`src/rtl/hawk_comdecomp_pkg.sv`:
```
// +------------------------------------------------------------------------+
// | hawk_comdecomp_pkg : shared types for the page compress/decompress path |
// | Revision: 1.0                                                           |
// +------------------------------------------------------------------------+
`default_nettype none

package hawk_comdecomp_pkg;

  typedef enum logic [1:0] {
    IDLE   = 2'd0,
    COMP   = 2'd1,
    DECOMP = 2'd2,
    DONE   = 2'd3
  } state_t;

  typedef enum logic {
    MODE_BYPASS    = 1'b0,
    MODE_ZERO_ELIM = 1'b1
  } mode_t;

  function automatic int beat_bytes(input int data_w);
    return data_w / 8;
  endfunction

endpackage

`default_nettype wire

```
`src/rtl/hawk_comdecomp_engine_if.sv`:
```
// +------------------------------------------------------------------------+
// | hawk_comdecomp_engine_if : read-FIFO / write-FIFO bus of the engine     |
// | Revision: 1.0                                                           |
// +------------------------------------------------------------------------+
`default_nettype none

interface hawk_comdecomp_engine_if #(
  parameter int DATA_W = 512
);

  logic [DATA_W-1:0] rdfifo_data_i;
  logic              rdfifo_empty_i;
  logic              rdfifo_rready_o;
  logic [DATA_W-1:0] wrfifo_data_o;
  logic              wrfifo_valid_o;
  logic              wrfifo_full_i;

  // Suffixes are from the engine's point of view.
  modport master (
    input  rdfifo_data_i,
    input  rdfifo_empty_i,
    input  wrfifo_full_i,
    output rdfifo_rready_o,
    output wrfifo_data_o,
    output wrfifo_valid_o
  );

  modport slave (
    output rdfifo_data_i,
    output rdfifo_empty_i,
    output wrfifo_full_i,
    input  rdfifo_rready_o,
    input  wrfifo_data_o,
    input  wrfifo_valid_o
  );

endinterface

`default_nettype wire

```
`src/rtl/hawk_comdecomp_engine.sv`:
```
// +------------------------------------------------------------------------+
// | hawk_comdecomp_engine : zero-beat elimination page compress/decompress  |
// | Revision: 1.0                                                           |
// +------------------------------------------------------------------------+
`default_nettype none

module hawk_comdecomp_engine
  import hawk_comdecomp_pkg::*;
#(
  parameter int DATA_W     = 512,
  parameter int PAGE_BEATS = 64,
  parameter int SIZE_W     = 14
) (
  input  logic                  clk_i,
  input  logic                  rst_i,
  input  logic                  comp_start_i,
  input  logic                  decomp_start_i,
  input  logic                  mode_i,
  input  logic [PAGE_BEATS-1:0] decomp_bitmap_i,
  hawk_comdecomp_engine_if.master fifo_if,
  output logic [SIZE_W-1:0]     comp_size_o,
  output logic [PAGE_BEATS-1:0] zero_bitmap_o,
  output logic                  comp_done_o,
  output logic                  decomp_done_o,
  output logic                  busy_o,
  output logic                  err_o
);

  localparam int IDX_W = $clog2(PAGE_BEATS);
  localparam int CNT_W = IDX_W + 1;
  localparam logic [SIZE_W-1:0] BEAT_BYTES = SIZE_W'(beat_bytes(DATA_W));
  localparam logic [IDX_W-1:0]  LAST_IDX   = IDX_W'(PAGE_BEATS - 1);

  state_t                state_q,       state_d;
  mode_t                 mode_q,        mode_d;
  logic                  op_comp_q,     op_comp_d;
  logic [PAGE_BEATS-1:0] bitmap_q,      bitmap_d;
  logic [IDX_W-1:0]      idx_q,         idx_d;
  logic [CNT_W-1:0]      nz_q,          nz_d;
  logic [SIZE_W-1:0]     comp_size_q,   comp_size_d;
  logic [PAGE_BEATS-1:0] zero_bitmap_q, zero_bitmap_d;

  logic rd_pop;
  logic wr_en;
  logic wr_zero;
  logic start_err;
  logic beat_is_zero;
  logic dec_zero_beat;

  assign beat_is_zero  = (fifo_if.rdfifo_data_i == '0);
  // The held bitmap is already forced to zero for bypass decompression.
  assign dec_zero_beat = bitmap_q[idx_q];

  always_comb begin
    state_d       = state_q;
    mode_d        = mode_q;
    op_comp_d     = op_comp_q;
    bitmap_d      = bitmap_q;
    idx_d         = idx_q;
    nz_d          = nz_q;
    comp_size_d   = comp_size_q;
    zero_bitmap_d = zero_bitmap_q;
    rd_pop        = 1'b0;
    wr_en         = 1'b0;
    wr_zero       = 1'b0;
    start_err     = 1'b0;

    unique case (state_q)
      IDLE: begin
        if (comp_start_i) begin
          state_d       = COMP;
          mode_d        = mode_t'(mode_i);
          op_comp_d     = 1'b1;
          idx_d         = '0;
          nz_d          = '0;
          comp_size_d   = '0;
          zero_bitmap_d = '0;
          start_err     = decomp_start_i;
        end else if (decomp_start_i) begin
          state_d   = DECOMP;
          mode_d    = mode_t'(mode_i);
          op_comp_d = 1'b0;
          idx_d     = '0;
          nz_d      = '0;
          bitmap_d  = mode_i ? decomp_bitmap_i : '0;
        end
      end

      COMP: begin
        start_err = comp_start_i | decomp_start_i;
        // Full stalls even zero beats so a bypass page never overtakes.
        rd_pop = !fifo_if.rdfifo_empty_i && !fifo_if.wrfifo_full_i;
        if (rd_pop) begin
          zero_bitmap_d[idx_q] = beat_is_zero;
          wr_en = (mode_q == MODE_BYPASS) || !beat_is_zero;
          if (wr_en) begin
            nz_d = nz_q + 1'b1;
          end
          idx_d = idx_q + 1'b1;
          if (idx_q == LAST_IDX) begin
            state_d     = DONE;
            comp_size_d = SIZE_W'(nz_d) * BEAT_BYTES;
          end
        end
      end

      DECOMP: begin
        start_err = comp_start_i | decomp_start_i;
        if (dec_zero_beat) begin
          wr_en   = !fifo_if.wrfifo_full_i;
          wr_zero = 1'b1;
        end else begin
          rd_pop = !fifo_if.rdfifo_empty_i && !fifo_if.wrfifo_full_i;
          wr_en  = rd_pop;
        end
        if (wr_en) begin
          idx_d = idx_q + 1'b1;
          if (!dec_zero_beat) begin
            nz_d = nz_q + 1'b1;
          end
          if (idx_q == LAST_IDX) begin
            state_d = DONE;
          end
        end
      end

      DONE: begin
        start_err = comp_start_i | decomp_start_i;
        state_d   = IDLE;
      end

      default: begin
        state_d = IDLE;
      end
    endcase
  end

  always_ff @(posedge clk_i) begin
    if (rst_i) begin
      state_q       <= IDLE;
      mode_q        <= MODE_BYPASS;
      op_comp_q     <= 1'b0;
      bitmap_q      <= '0;
      idx_q         <= '0;
      nz_q          <= '0;
      comp_size_q   <= '0;
      zero_bitmap_q <= '0;
    end else begin
      state_q       <= state_d;
      mode_q        <= mode_d;
      op_comp_q     <= op_comp_d;
      bitmap_q      <= bitmap_d;
      idx_q         <= idx_d;
      nz_q          <= nz_d;
      comp_size_q   <= comp_size_d;
      zero_bitmap_q <= zero_bitmap_d;
    end
  end

  assign fifo_if.rdfifo_rready_o = rd_pop;
  assign fifo_if.wrfifo_valid_o  = wr_en;
  assign fifo_if.wrfifo_data_o   = (wr_en && !wr_zero) ? fifo_if.rdfifo_data_i : '0;

  assign comp_size_o   = comp_size_q;
  assign zero_bitmap_o = zero_bitmap_q;
  assign comp_done_o   = (state_q == DONE) &&  op_comp_q;
  assign decomp_done_o = (state_q == DONE) && !op_comp_q;
  assign busy_o        = (state_q != IDLE);
  assign err_o         = start_err && !rst_i;

endmodule

`default_nettype wire

```
`src/flat_wrapper.sv`:
```
// flat-port wrapper written by rule: the top's interface ports become plain ports
module hawk_comdecomp_engine_flat import hawk_comdecomp_pkg::*;
#(
  parameter int DATA_W     = 512,
  parameter int PAGE_BEATS = 64,
  parameter int SIZE_W     = 14
)
  (clk_i, rst_i, comp_start_i, decomp_start_i, mode_i, decomp_bitmap_i, comp_size_o, zero_bitmap_o, comp_done_o, decomp_done_o, busy_o, err_o, fifo_if_rdfifo_data_i, fifo_if_rdfifo_empty_i, fifo_if_wrfifo_full_i, fifo_if_rdfifo_rready_o, fifo_if_wrfifo_data_o, fifo_if_wrfifo_valid_o);
  hawk_comdecomp_engine_if #(.DATA_W(DATA_W)) fifo_if_i ();
  input  logic clk_i;
  input  logic rst_i;
  input  logic comp_start_i;
  input  logic decomp_start_i;
  input  logic mode_i;
  input  logic [PAGE_BEATS-1:0] decomp_bitmap_i;
  output logic [SIZE_W-1:0] comp_size_o;
  output logic [PAGE_BEATS-1:0] zero_bitmap_o;
  output logic comp_done_o;
  output logic decomp_done_o;
  output logic busy_o;
  output logic err_o;
  input wire logic [$bits(fifo_if_i.rdfifo_data_i)-1:0] fifo_if_rdfifo_data_i;
  input wire logic [$bits(fifo_if_i.rdfifo_empty_i)-1:0] fifo_if_rdfifo_empty_i;
  input wire logic [$bits(fifo_if_i.wrfifo_full_i)-1:0] fifo_if_wrfifo_full_i;
  output wire logic [$bits(fifo_if_i.rdfifo_rready_o)-1:0] fifo_if_rdfifo_rready_o;
  output wire logic [$bits(fifo_if_i.wrfifo_data_o)-1:0] fifo_if_wrfifo_data_o;
  output wire logic [$bits(fifo_if_i.wrfifo_valid_o)-1:0] fifo_if_wrfifo_valid_o;
  assign fifo_if_i.rdfifo_data_i = fifo_if_rdfifo_data_i;
  assign fifo_if_i.rdfifo_empty_i = fifo_if_rdfifo_empty_i;
  assign fifo_if_i.wrfifo_full_i = fifo_if_wrfifo_full_i;
  assign fifo_if_rdfifo_rready_o = fifo_if_i.rdfifo_rready_o;
  assign fifo_if_wrfifo_data_o = fifo_if_i.wrfifo_data_o;
  assign fifo_if_wrfifo_valid_o = fifo_if_i.wrfifo_valid_o;
  hawk_comdecomp_engine #(.DATA_W(DATA_W), .PAGE_BEATS(PAGE_BEATS), .SIZE_W(SIZE_W)) u_core (.clk_i(clk_i), .rst_i(rst_i), .comp_start_i(comp_start_i), .decomp_start_i(decomp_start_i), .mode_i(mode_i), .decomp_bitmap_i(decomp_bitmap_i), .fifo_if(fifo_if_i), .comp_size_o(comp_size_o), .zero_bitmap_o(zero_bitmap_o), .comp_done_o(comp_done_o), .decomp_done_o(decomp_done_o), .busy_o(busy_o), .err_o(err_o));
endmodule
```
`config.mk`:
```
export PLATFORM = sky130hd
export DESIGN_NAME = hawk_comdecomp_engine_flat
export DESIGN_NICKNAME = d
export VERILOG_FILES = /design/src/rtl/hawk_comdecomp_pkg.sv /design/src/rtl/hawk_comdecomp_engine_if.sv /design/src/rtl/hawk_comdecomp_engine.sv /design/src/flat_wrapper.sv
export SDC_FILE = /design/constraint.sdc
export NUM_CORES = 1
export LEC_CHECK = 0
export CAP_MARGIN = 20
export CORE_AREA = 2 2 453 455
export DETAILED_ROUTE_END_ITERATION = 10
export DIE_AREA = 0 0 455 457
export PLACE_DENSITY = 0.3
export SYNTH_ARGS = -nofsm -noshare
export SYNTH_HDL_FRONTEND = slang
export SYNTH_SLANG_ARGS = --single-unit
```
`constraint.sdc`:
```
create_clock -name clk_i -period 4.1 [get_ports clk_i]
set_input_delay 0.41 -clock clk_i [delete_from_list [all_inputs] [get_ports clk_i]]
set_output_delay 0.41 -clock clk_i [all_outputs]
set_load 0.02 [all_outputs]
```
Word level (Yosys, flattened, before mapping)
Cells that the tools add are included.

Register bits: 159. Input port bits: 583. Output and inout bits: 596. Logic and storage cells: 98.

$add $sub $neg: 2. $lt $le $gt $ge: 2. Equality and inequality tests: 10. Muxes and demuxes: 46. Bitwise logic cells: 3. Reductions and logical operators: 27.

Operators by type and width (number): $logic_not A512 Y1 (1); $mux W512 (1); $mux W64 (3); $pmux W64 S2 (1); $bwmux W64 (1); $mux W14 (3); $mux W7 (6); $pmux W14 S2 (1); $mux W6 (4); $pmux W7 S3 (1); $pmux W6 S3 (1); $mux W1 (13); $mux W2 (5); $reduce_and A3 Y1 (3); $pmux W2 S4 (1); $reduce_and A4 Y1 (2); $add A7 B1 Y7 const B (1); $lt A6 B7 Y1 const B (1); $add A6 B1 Y6 const B (1); $bmux W1 S6 (1); $demux W1 S6 (1); $eq A6 B6 Y1 const B (1); $ge A6 B1 Y1 const B (1); $logic_and A1 B1 Y1 (6); 16 further kinds (30).

Logic depth before layout (Yosys ltp)
Gate-level depths: netlist (run 1).

Word-level depth: 7. Mapped depth: 14. Mapped depth without buffers: 10.

Worst setup path before layout (run 1)
OpenSTA, ideal clock, no wires.

Kind: register -> output. From: register u_core.idx_q[1]. To: output port fifo_if_wrfifo_data_o[100]. Arrival time: 2.663 ns. Data required time: 3.690 ns. Path slack: 1.027 ns. Cell stages (with the launch flop): 13. Buffers on the path: 4. Cell sequence: dfxtp_1 buf_6 mux4_2 nand4_1 o31ai_1 a2111o_1 nor4b_2 o32ai_1 o211a_1 buf_6 buf_6 buf_6 and2_1.

Longest elaborated chain between the ends: 7. Elaborated cells between the ends (all ways): 10. Those cells by class: 8 x mux; 2 x reduce/logical.

Ends and longest elaborated chain: start, declared (line hawk_comdecomp_engine.sv:38) `logic [IDX_W-1:0] idx_q, idx_d;`; start signal, assigned (line hawk_comdecomp_engine.sv:153) `idx_q <= idx_d;`; $bmux W1 S6 * (line hawk_comdecomp_engine.sv:52) `assign dec_zero_beat = bitmap_q[idx_q];`; $mux W1 (not written as such) * (line hawk_comdecomp_engine.sv:52); $mux W1 (line hawk_comdecomp_engine.sv:109) `if (dec_zero_beat) begin`; $mux W1 (line hawk_comdecomp_engine.sv:68) `unique case (state_q)`; $pmux W1 S2 or $logic_not A1 Y1 (tied branches) (line hawk_comdecomp_engine.sv:68, hawk_comdecomp_engine.sv:162); $logic_and A1 B1 Y1 * (line hawk_comdecomp_engine.sv:162) `assign fifo_if.wrfifo_data_o = (wr_en && !wr_zero) ? fifo_if.rdfifo_data_i : '0;`; $mux W512 * (line hawk_comdecomp_engine.sv:162); end, declared (line flat_wrapper.sv:26) `output wire logic [$bits(fifo_if_i.wrfifo_data_o)-1:0] fifo_if_wrfifo_data_o;`.

Mark *: on every way between the ends. The rest lies on a longest branch, timed or not. The select of a mux whose other input is x is not followed.

Worst setup path after layout (run 1)
From: input port fifo_if_rdfifo_data_i[95]. To: output port fifo_if_wrfifo_data_o[7].

Longest elaborated chain between the ends: 7.

Ends and longest elaborated chain: start, declared (line flat_wrapper.sv:22) `input wire logic [$bits(fifo_if_i.rdfifo_data_i)-1:0] fifo_if_rdfifo_data_i;`; $logic_not A512 Y1 (line hawk_comdecomp_engine.sv:50) `assign beat_is_zero = (fifo_if.rdfifo_data_i == '0);`; $logic_not A1 Y1 (line hawk_comdecomp_engine.sv:95) `wr_en = (mode_q == MODE_BYPASS) || !beat_is_zero;`; $logic_or A1 B1 Y1 (line hawk_comdecomp_engine.sv:95); $mux W1 (line hawk_comdecomp_engine.sv:93) `if (rd_pop) begin`; $pmux W1 S2 (line hawk_comdecomp_engine.sv:68); $logic_and A1 B1 Y1 (line hawk_comdecomp_engine.sv:162); $mux W512 (line hawk_comdecomp_engine.sv:162).

No other way between the ends.

==> metrics.md, run 1 <==
| Metric | Value |
|---|---|
| Maxcap violations | `0` |
| Post-Syn Area per Cell | `7.13 µm²` |
| Root Buffer | `clkbuf_16` |
| Die area | `208000 µm²` |
| Post-DP HPWL | `224000 µm` |
| Synth Cell Area | `roughly 12000 µm²` |
| Critical Path Start Type | `input pin` |
| Register area share after synthesis | `25.4%` |
| Post-synth ARST share | `0%` |
| Cell Pwr Density | `between 200 and 250 nW/µm²` |
| DR DRC count | `0` |
| Place WS | `-1.60 ns` |
| Post-layout util | `15.9%` |
| FP Rows | `about 170` |
| CTS buffer count | `17` |
| Fin nets | `3891` |
| DRT Wirelength | `250000 µm` |
| CP arrival | `4.05 ns` |
| Reg2Reg Setup Slack | `0.94 ns` |
| Failing checks | `setup timing` |
| Slew margin rel. | `34.1%` |
| Switching pwr | `0.00353 W` |
| Via density | `3.45` |
| Worst setup margin | `-0.364 ns` |
| Routed WL per cell | `41.1 µm` |
| Hold Path Class | `input pin to flop` |
| GRT Overall Usage | `between 20% and 30%` |
| Mapped Cells | `1679` |
| PortBufs | `1171` |
| Endpoints failing setup | `around 490` |
| DIE WIDTH | `455 µm` |
| I/O pins | `1179` |
| Max IR drop VDD | `0.349 mV` |
| RSZ-0062 raised after global routing | `true` |
| Global-route wire length before repair | `294000 µm` |
| Worst Skew | `0.0150 ns` |
| Initial drt markers | `1396` |
| Yosys warnings | `0` |
| Clk pwr share | `23.2%` |
| Vias in the first global route | `20900` |
| Fraction of layout cells with a size suffix above 1 | `38.9%` |
| Bufs on Longest Clock Path | `2` |
| Sw Share | `45.1%` |
| Area growth syn-to-layout | `169%` |
| Clock-pin slew on the worst setup and hold paths | `0.08 ns` |
| Critical Path Sink Type | `output pin` |
| Worst path required time | `3.69 ns` |
| Initial antenna violation count | `approximately 150` |
| Worst-Margin Slew | `~0.98 ns` |
| Placer Congestion | `~1.0` |
| Pleak | `13.3 nW` |
| Fin crit share | `109%` |
| Synth cell types | `slightly above 60` |
| Routed Antenna Nets | `0` |
| 1st-pass router iterations | `5` |
| Comb power frac | `56.4%` |
| DIE HEIGHT | `457 µm` |
| Vias post-DR | `21000` |
| Sequential group share of total power | `20.4%` |
| EDFF count, synth | `0` |
| Largest net degree at the start of global routing | `65` |
| CP Class | `input pin to output pin` |
| Filler Cell Count | `23300` |
| Placed Cells | `about 5900` |
| Yosys reg bits | `152` |
| Clock Sinks | `152` |
| Minimum clock period | `4.46 ns` |
| CTS tree | `done` |
| Max FO, Critical Path | `10` |
| Endpoints failing hold | `0` |
| Non-Filler Instances | `6087` |
| Grt ovf | `0` |
| Placed Area | `30200 µm²` |
| Top FF cell, synth | `dfxtp_1` |
| Core area | `~200000 µm²` |
| Pint | `roughly 0.0043 W` |
| H-tree levels | `4` |
| Max frequency | `224 MHz` |
| Initial Util | `5.89%` |
| Final Slew Violations | `0` |
| Post-Layout Inst Area | `about 32000 µm²` |
| Worst-skew pair later-pin latency | `approximately 0.46 ns` |
| Outcome | `finished with violations` |
| Hold_ws | `0.424 ns` |
critical path, cell delays in order:
cell,delay (ns)
clkdlybuf4s50_1,0.51
nor4_1,0.49
nand4_1,0.18
nor4_2,0.25
buf_4,0.16
nand4_1,0.21
buf_6,0.20
nor3_4,0.17
buf_6,0.14
o32ai_4,0.08
o211a_4,0.17
buf_12,0.15
buf_12,0.14
buf_12,0.13
buf_12,0.14
buf_6,0.13
and2_4,0.17
buf_12,0.15
sequential cells by signal (all words and copies together), names as in the netlist:
register / flops
u_core.bitmap_q: 64
u_core.zero_bitmap_o: 64
u_core.comp_size_o: 7
u_core.nz_q: 7
u_core.idx_q: 6
u_core.state_q: 2
u_core.mode_q: 1
u_core.op_comp_q: 1
cells in the final DEF (no fill, tap or decap), types with 6 or more instances in the layout:
| cell type | instances |
|---|---|
| dlygate4sd2_1 | 109 |
| a211o_1 | 6 |
| buf_2 | 96 |
| and3_1 | 7 |
| nor4_4 | 32 |
| nor2b_1 | 6 |
| and2_1 | 456 |
| clkdlybuf4s50_1 | 490 |
| clkbuf_2 | 19 |
| conb_1 | 7 |
| dlymetal6s2s_1 | 50 |
| ha_1 | 7 |
| nand4_1 | 37 |
| buf_8 | 6 |
| mux2i_1 | 10 |
| nor2_1 | 59 |
| dfxtp_1 | 149 |
| buf_4 | 783 |
| diode_2 | 85 |
| buf_12 | 86 |
| clkdlybuf4s15_1 | 6 |
| nor3_1 | 9 |
| nand3_1 | 115 |
| o21ai_0 | 49 |
| clkbuf_16 | 21 |
| a21oi_1 | 144 |
| buf_6 | 52 |
| clkdlybuf4s15_2 | 22 |
| inv_1 | 16 |
| nor4_1 | 48 |
| and2_4 | 57 |
| nor4_2 | 57 |
| nand2_1 | 189 |
area by class of cell:
| cell class | instances | area, µm² | area share (%) |
|---|---|---|---|
| clock inverters | 14 | 204 | 0.632 |
| diodes | 85 | 213 | 0.659 |
| inverters | 18 | 67.6 | 0.209 |
| multi-input cells | 1384 | 9050 | 28.0 |
| clock buffers | 18 | 439 | 1.36 |
| well taps | 2688 | 3360 | 10.4 |
| flip-flops and latches | 152 | 3050 | 9.46 |
| repair buffers | 1728 | 15900 | 49.2 |
final timing paths:
check,startpoint,to,cells past startpoint
hold / removal,mode_i,u_core.bitmap_q[33]$_SDFFE_PP0P_,3
hold reg to reg,u_core.bitmap_q[46]$_SDFFE_PP0P_,u_core.bitmap_q[46]$_SDFFE_PP0P_,2
setup reg to reg,u_core.idx_q[1]$_SDFFE_PP0P_,u_core.nz_q[6]$_SDFFE_PP0P_,10
setup / recovery,fifo_if_rdfifo_data_i[95],fifo_if_wrfifo_data_o[7],18
power by group through the flow:
stage               sequential (W)  combinational, W  clock, W
floorplan                  0.00161           0.00135         0
global placement           0.00163           0.00423         0
detailed placement         0.00163           0.00420         0
CTS                        0.00160           0.00426   0.00189
global route               0.00161           0.00456   0.00193
finish                     0.00159           0.00441   0.00182
per-layer routing:
layer  wire length (µm)  global-route usage, %  vias to the layer above  part of all wire, %
met2             122000                   40.3                     1204                   49
li1                   -                      -                     9143                    -
met4              16000                   12.3                       10                  6.4
met5                 67                      0                        -                0.027
met1              92400                   25.0                    10200                   37
met3              19700                   6.23                      433                  7.9
per-stage QoR:
step,TNS [ns],total power [W]
after CTS,-124.34,0.00774
final,-89.73,0.00783
after global placement,-704.33,0.00586
after floorplan,0,0.00296
after detailed placement,-665.59,0.00583
after global routing,-122.03,0.00809
cells by family (layout without fill, tap and decap cells):
family,after synthesis,count (layout),synth area share [%]
and+or+nand+nor,1100,1100,51.1
muxes,19,19,2.14
buffers and inverters,149,1778,8.49
adders and majority gates,7,7,0.731
xor gates and xnor gates,6,6,0.439
other,1,92,0.0313
DFF,152,152,25.4
AOI/OAI and AO/OA,245,245,11.7
synthesized netlist by cell type, drive strengths merged (5+ instances only):
cell type | instances | area share [%]
a211o | 6 | 0.44
a21oi | 144 | 6.0
and2 | 515 | 27
and3 | 7 | 0.37
buf | 73 | 6.1
clkbuf | 58 | 1.8
dfxtp | 152 | 25
ha | 7 | 0.73
inv | 17 | 0.53
mux2i | 11 | 0.92
mux4 | 5 | 0.94
nand2 | 190 | 6.0
nand3 | 115 | 4.8
nand4 | 37 | 1.9
nor2 | 62 | 1.9
nor2b | 7 | 0.37
nor3 | 13 | 0.58
nor4 | 137 | 7.2
o21ai | 52 | 2.2
xnor2 | 5 | 0.37
what timing repair did:
action | 4_1_cts | 5_1_grt
setup endpoints to repair | 514 | 512
hold buffers | 0 | 0
buffers inserted | 8 | 12
gates resized for setup | 673 | 442
gates cloned | 2 | 4
pin swaps | 21 | 53
(Power assumes the default switching activity.)
==> inputs of run 2 (changes only) <==
Settings changed: CAP_MARGIN 20 to 10, CTS_CLUSTER_SIZE from default to 12.
==> run 2 against run 1 <==
  * The flow still finishes with violations (setup timing)
  * Sequential cell count unchanged
  * Clock skew increased by 0.0048 ns
  * Highest routed layer unchanged
  * Clock power decreased by 6%
  * First-iteration DRC count increased by 8.4%
==> metrics.md, run 2 (same netlist as run 1, synthesis figures left out) <==
| Metric | Value |
|---|---|
| Outcome | `finished with violations` |
| Failing checks | `setup timing` |
| Max frequency | `228 MHz (+2.0%)` |
| Commonest non-fill, non-tap cell in the layout | `buf_4` |
| Final Slew Violations | `0 (unchanged)` |
| Root Buffer | `clkbuf_16` |
| Clock-pin slew on the worst setup and hold paths | `0.08 ns (about the same)` |
| Fin crit share | `107% (-2.1 points)` |
| Placer Congestion | `1.04 (unchanged)` |
| Fin nets | `3984 (+2.4%)` |
| FP Rows | `166 (unchanged)` |
| Sequential standard cell area | `3050 µm² (about the same)` |
| Routed Antenna Nets | `0 (unchanged)` |
| DRT Wirelength | `256000 µm (+2.3%)` |
| Via density | `3.49 (+1.2%)` |
| Initial antenna violation count | `168 (+11%)` |
| Area growth syn-to-layout | `207%` |
| Sw Share | `43.9% (-1.2 points)` |
| Pleak | `15.1 nW (+13%)` |
| Hold_ws | `0.398 ns (-0.0255 ns)` |
| H-tree levels | `4 (unchanged)` |
| Switching pwr | `0.00378 W (+7.1%)` |
| CP arrival | `3.97 ns (-0.08 ns)` |
| Worst setup margin | `-0.278 ns (+0.0860 ns)` |
| Fraction of layout cells with a size suffix above 1 | `50.8% (+12 points)` |
| Non-Filler Instances | `6161 (+1.2%)` |
| Place WS | `-1.68 ns (-0.0747 ns)` |
| Pint | `0.00482 W (+12%)` |
| CTS buffer count | `17 (unchanged)` |
| Post-DP HPWL | `224000 µm (about the same)` |
| Core area | `203000 µm² (unchanged)` |
| Slew margin rel. | `27.6% (-6.5 points)` |
| DIE WIDTH | `455 µm (unchanged)` |
| CP Class | `input pin to output pin` |
| Die area | `208000 µm² (unchanged)` |
| Clock Sinks | `152 (unchanged)` |
| Filler Cell Count | `22900 (-1.9%)` |
| Critical Path Start Type | `input pin` |
| DIE HEIGHT | `457 µm (unchanged)` |
| Initial Util | `5.89% (unchanged)` |
| Most frequent cells in the layout | `buf_4 (549), clkdlybuf4s50_1 (428), and2_4 (388)` |
| Critical Path Sink Type | `output pin` |
| Minimum clock period | `4.38 ns (-0.0860 ns)` |
| Comb power frac | `61.5% (+5.1 points)` |
| Grt ovf | `0 (unchanged)` |
| Largest net degree at the start of global routing | `65 (unchanged)` |
| PortBufs | `1171 (unchanged)` |
| Clk pwr share | `19.9% (-3.3 points)` |
| Worst-skew pair later-pin latency | `0.47 ns (about the same)` |
| Max IR drop VDD | `0.260 mV (-25%)` |
| Worst-Margin Slew | `1.08 ns (+0.0968 ns)` |
| GRT Overall Usage | `23.5% (+0.43 points)` |
| Routed WL per cell | `41.6 µm (+1.1%)` |
| Reg2Reg Setup Slack | `0.90 ns (-0.04 ns)` |
| Vias in the first global route | `21200 (+1.4%)` |
| Max FO, Critical Path | `8 (-2)` |
| Hold Path Class | `input pin to flop` |
| Worst Skew | `0.0198 ns (+0.00478 ns)` |
| DR DRC count | `0 (unchanged)` |
| RSZ-0062 raised after global routing | `true` |
| Endpoints failing setup | `511 (+3.4%)` |
| 1st-pass router iterations | `5 (unchanged)` |
| Post-layout util | `18.1% (+2.2 points)` |
| Placed Cells | `5944 (-0.034%)` |
| Initial drt markers | `1513 (+8.4%)` |
| Endpoints failing hold | `0 (unchanged)` |
| Sequential group share of total power | `18.6% (-1.8 points)` |
| Multi-input gate area | `9940 µm² (+9.9%)` |
| Global-route wire length before repair | `300000 µm (+1.8%)` |
| Worst path required time | `3.69 ns (about the same)` |
| Vias post-DR | `21500 (+2.4%)` |
| Bufs on Longest Clock Path | `2 (unchanged)` |
| I/O pins | `1179 (unchanged)` |
| Maxcap violations | `0 (unchanged)` |
| CTS tree | `done` |
| Cell Pwr Density | `234 nW/µm² (-3.6%)` |
==> run 2: timing repair <==
action	4_1_cts	5_1_grt
hold buffers	0	0
resized for setup	1452	827
buffers inserted	47	24
setup endpoints to repair	514	512
cloned	19	32
pin swaps	122	172
==> run 2: path summary, 6_finish.rpt <==
check	startpoint	end	cells after the start
max	fifo_if_rdfifo_data_i[186]	fifo_if_wrfifo_data_o[218]	17
max reg2reg	u_core.idx_q[1]$_SDFFE_PP0P_	u_core.nz_q[5]$_SDFFE_PP0P_	10
min reg2reg	u_core.bitmap_q[11]$_SDFFE_PP0P_	u_core.bitmap_q[11]$_SDFFE_PP0P_	2
min	mode_i	u_core.bitmap_q[33]$_SDFFE_PP0P_	3
==> run 2: power groups by stage <==
stage / logic [W] / clock network [W] / registers [W]
6_report: 0.00529 / 0.00171 / 0.00160
3_5_place_dp: 0.00420 / 0 / 0.00163
3_3_place_gp: 0.00423 / 0 / 0.00163
5_1_grt: 0.00544 / 0.00184 / 0.00161
4_1_cts: 0.00469 / 0.00179 / 0.00160
2_1_floorplan: 0.00135 / 0 / 0.00161
==> run 2: critical path, cell delays in order <==
cell and delay, ns:
clkdlybuf4s50_1 0.72, nor4_4 0.39, nand4_1 0.15, nor4_1 0.20, buf_4 0.15, nand4_1 0.18
buf_4 0.21, nor3_4 0.14, buf_6 0.14, o32ai_4 0.08, o211a_4 0.17, buf_12 0.16
buf_12 0.15, buf_16 0.18, clkbuf_16 0.18, and2_4 0.18, buf_6 0.14
==> run 2: cell type report <==
| cell class | instances | area share, % |
|---|---|---|
| Timing Repair Buffer | 1821 | 53.3 |
| Multi-Input combinational cell | 1384 | 27.0 |
| Tap cell | 2688 | 9.14 |
| Sequential cell | 152 | 8.29 |
| Clock buffer | 18 | 1.19 |
| Clock inverter | 14 | 0.483 |
| Antenna cell | 66 | 0.449 |
| Inverter | 18 | 0.184 |
==> run 2: layer usage <==
layer,vias to the layer above,part of all wire (%),global-route usage (%)
met5,-,0.024,0
met4,10,6.6,12.3
met3,448,7.1,6.38
met2,1215,49,41.1
met1,10500,37,25.5
li1,9322,-,-
==> run 2: through the flow <==
stage / total power [W] / setup TNS, ns / area, µm²
4_1_cts: 0.00807 / -73.91 / 33000
2_1_floorplan: 0.00296 / 0 / 12000
6_report: 0.00860 / -69.37 / 36800
3_5_place_dp: 0.00582 / -707.73 / 30200
3_3_place_gp: 0.00586 / -704.33 / 30200
5_1_grt: 0.00889 / -108.16 / 36700
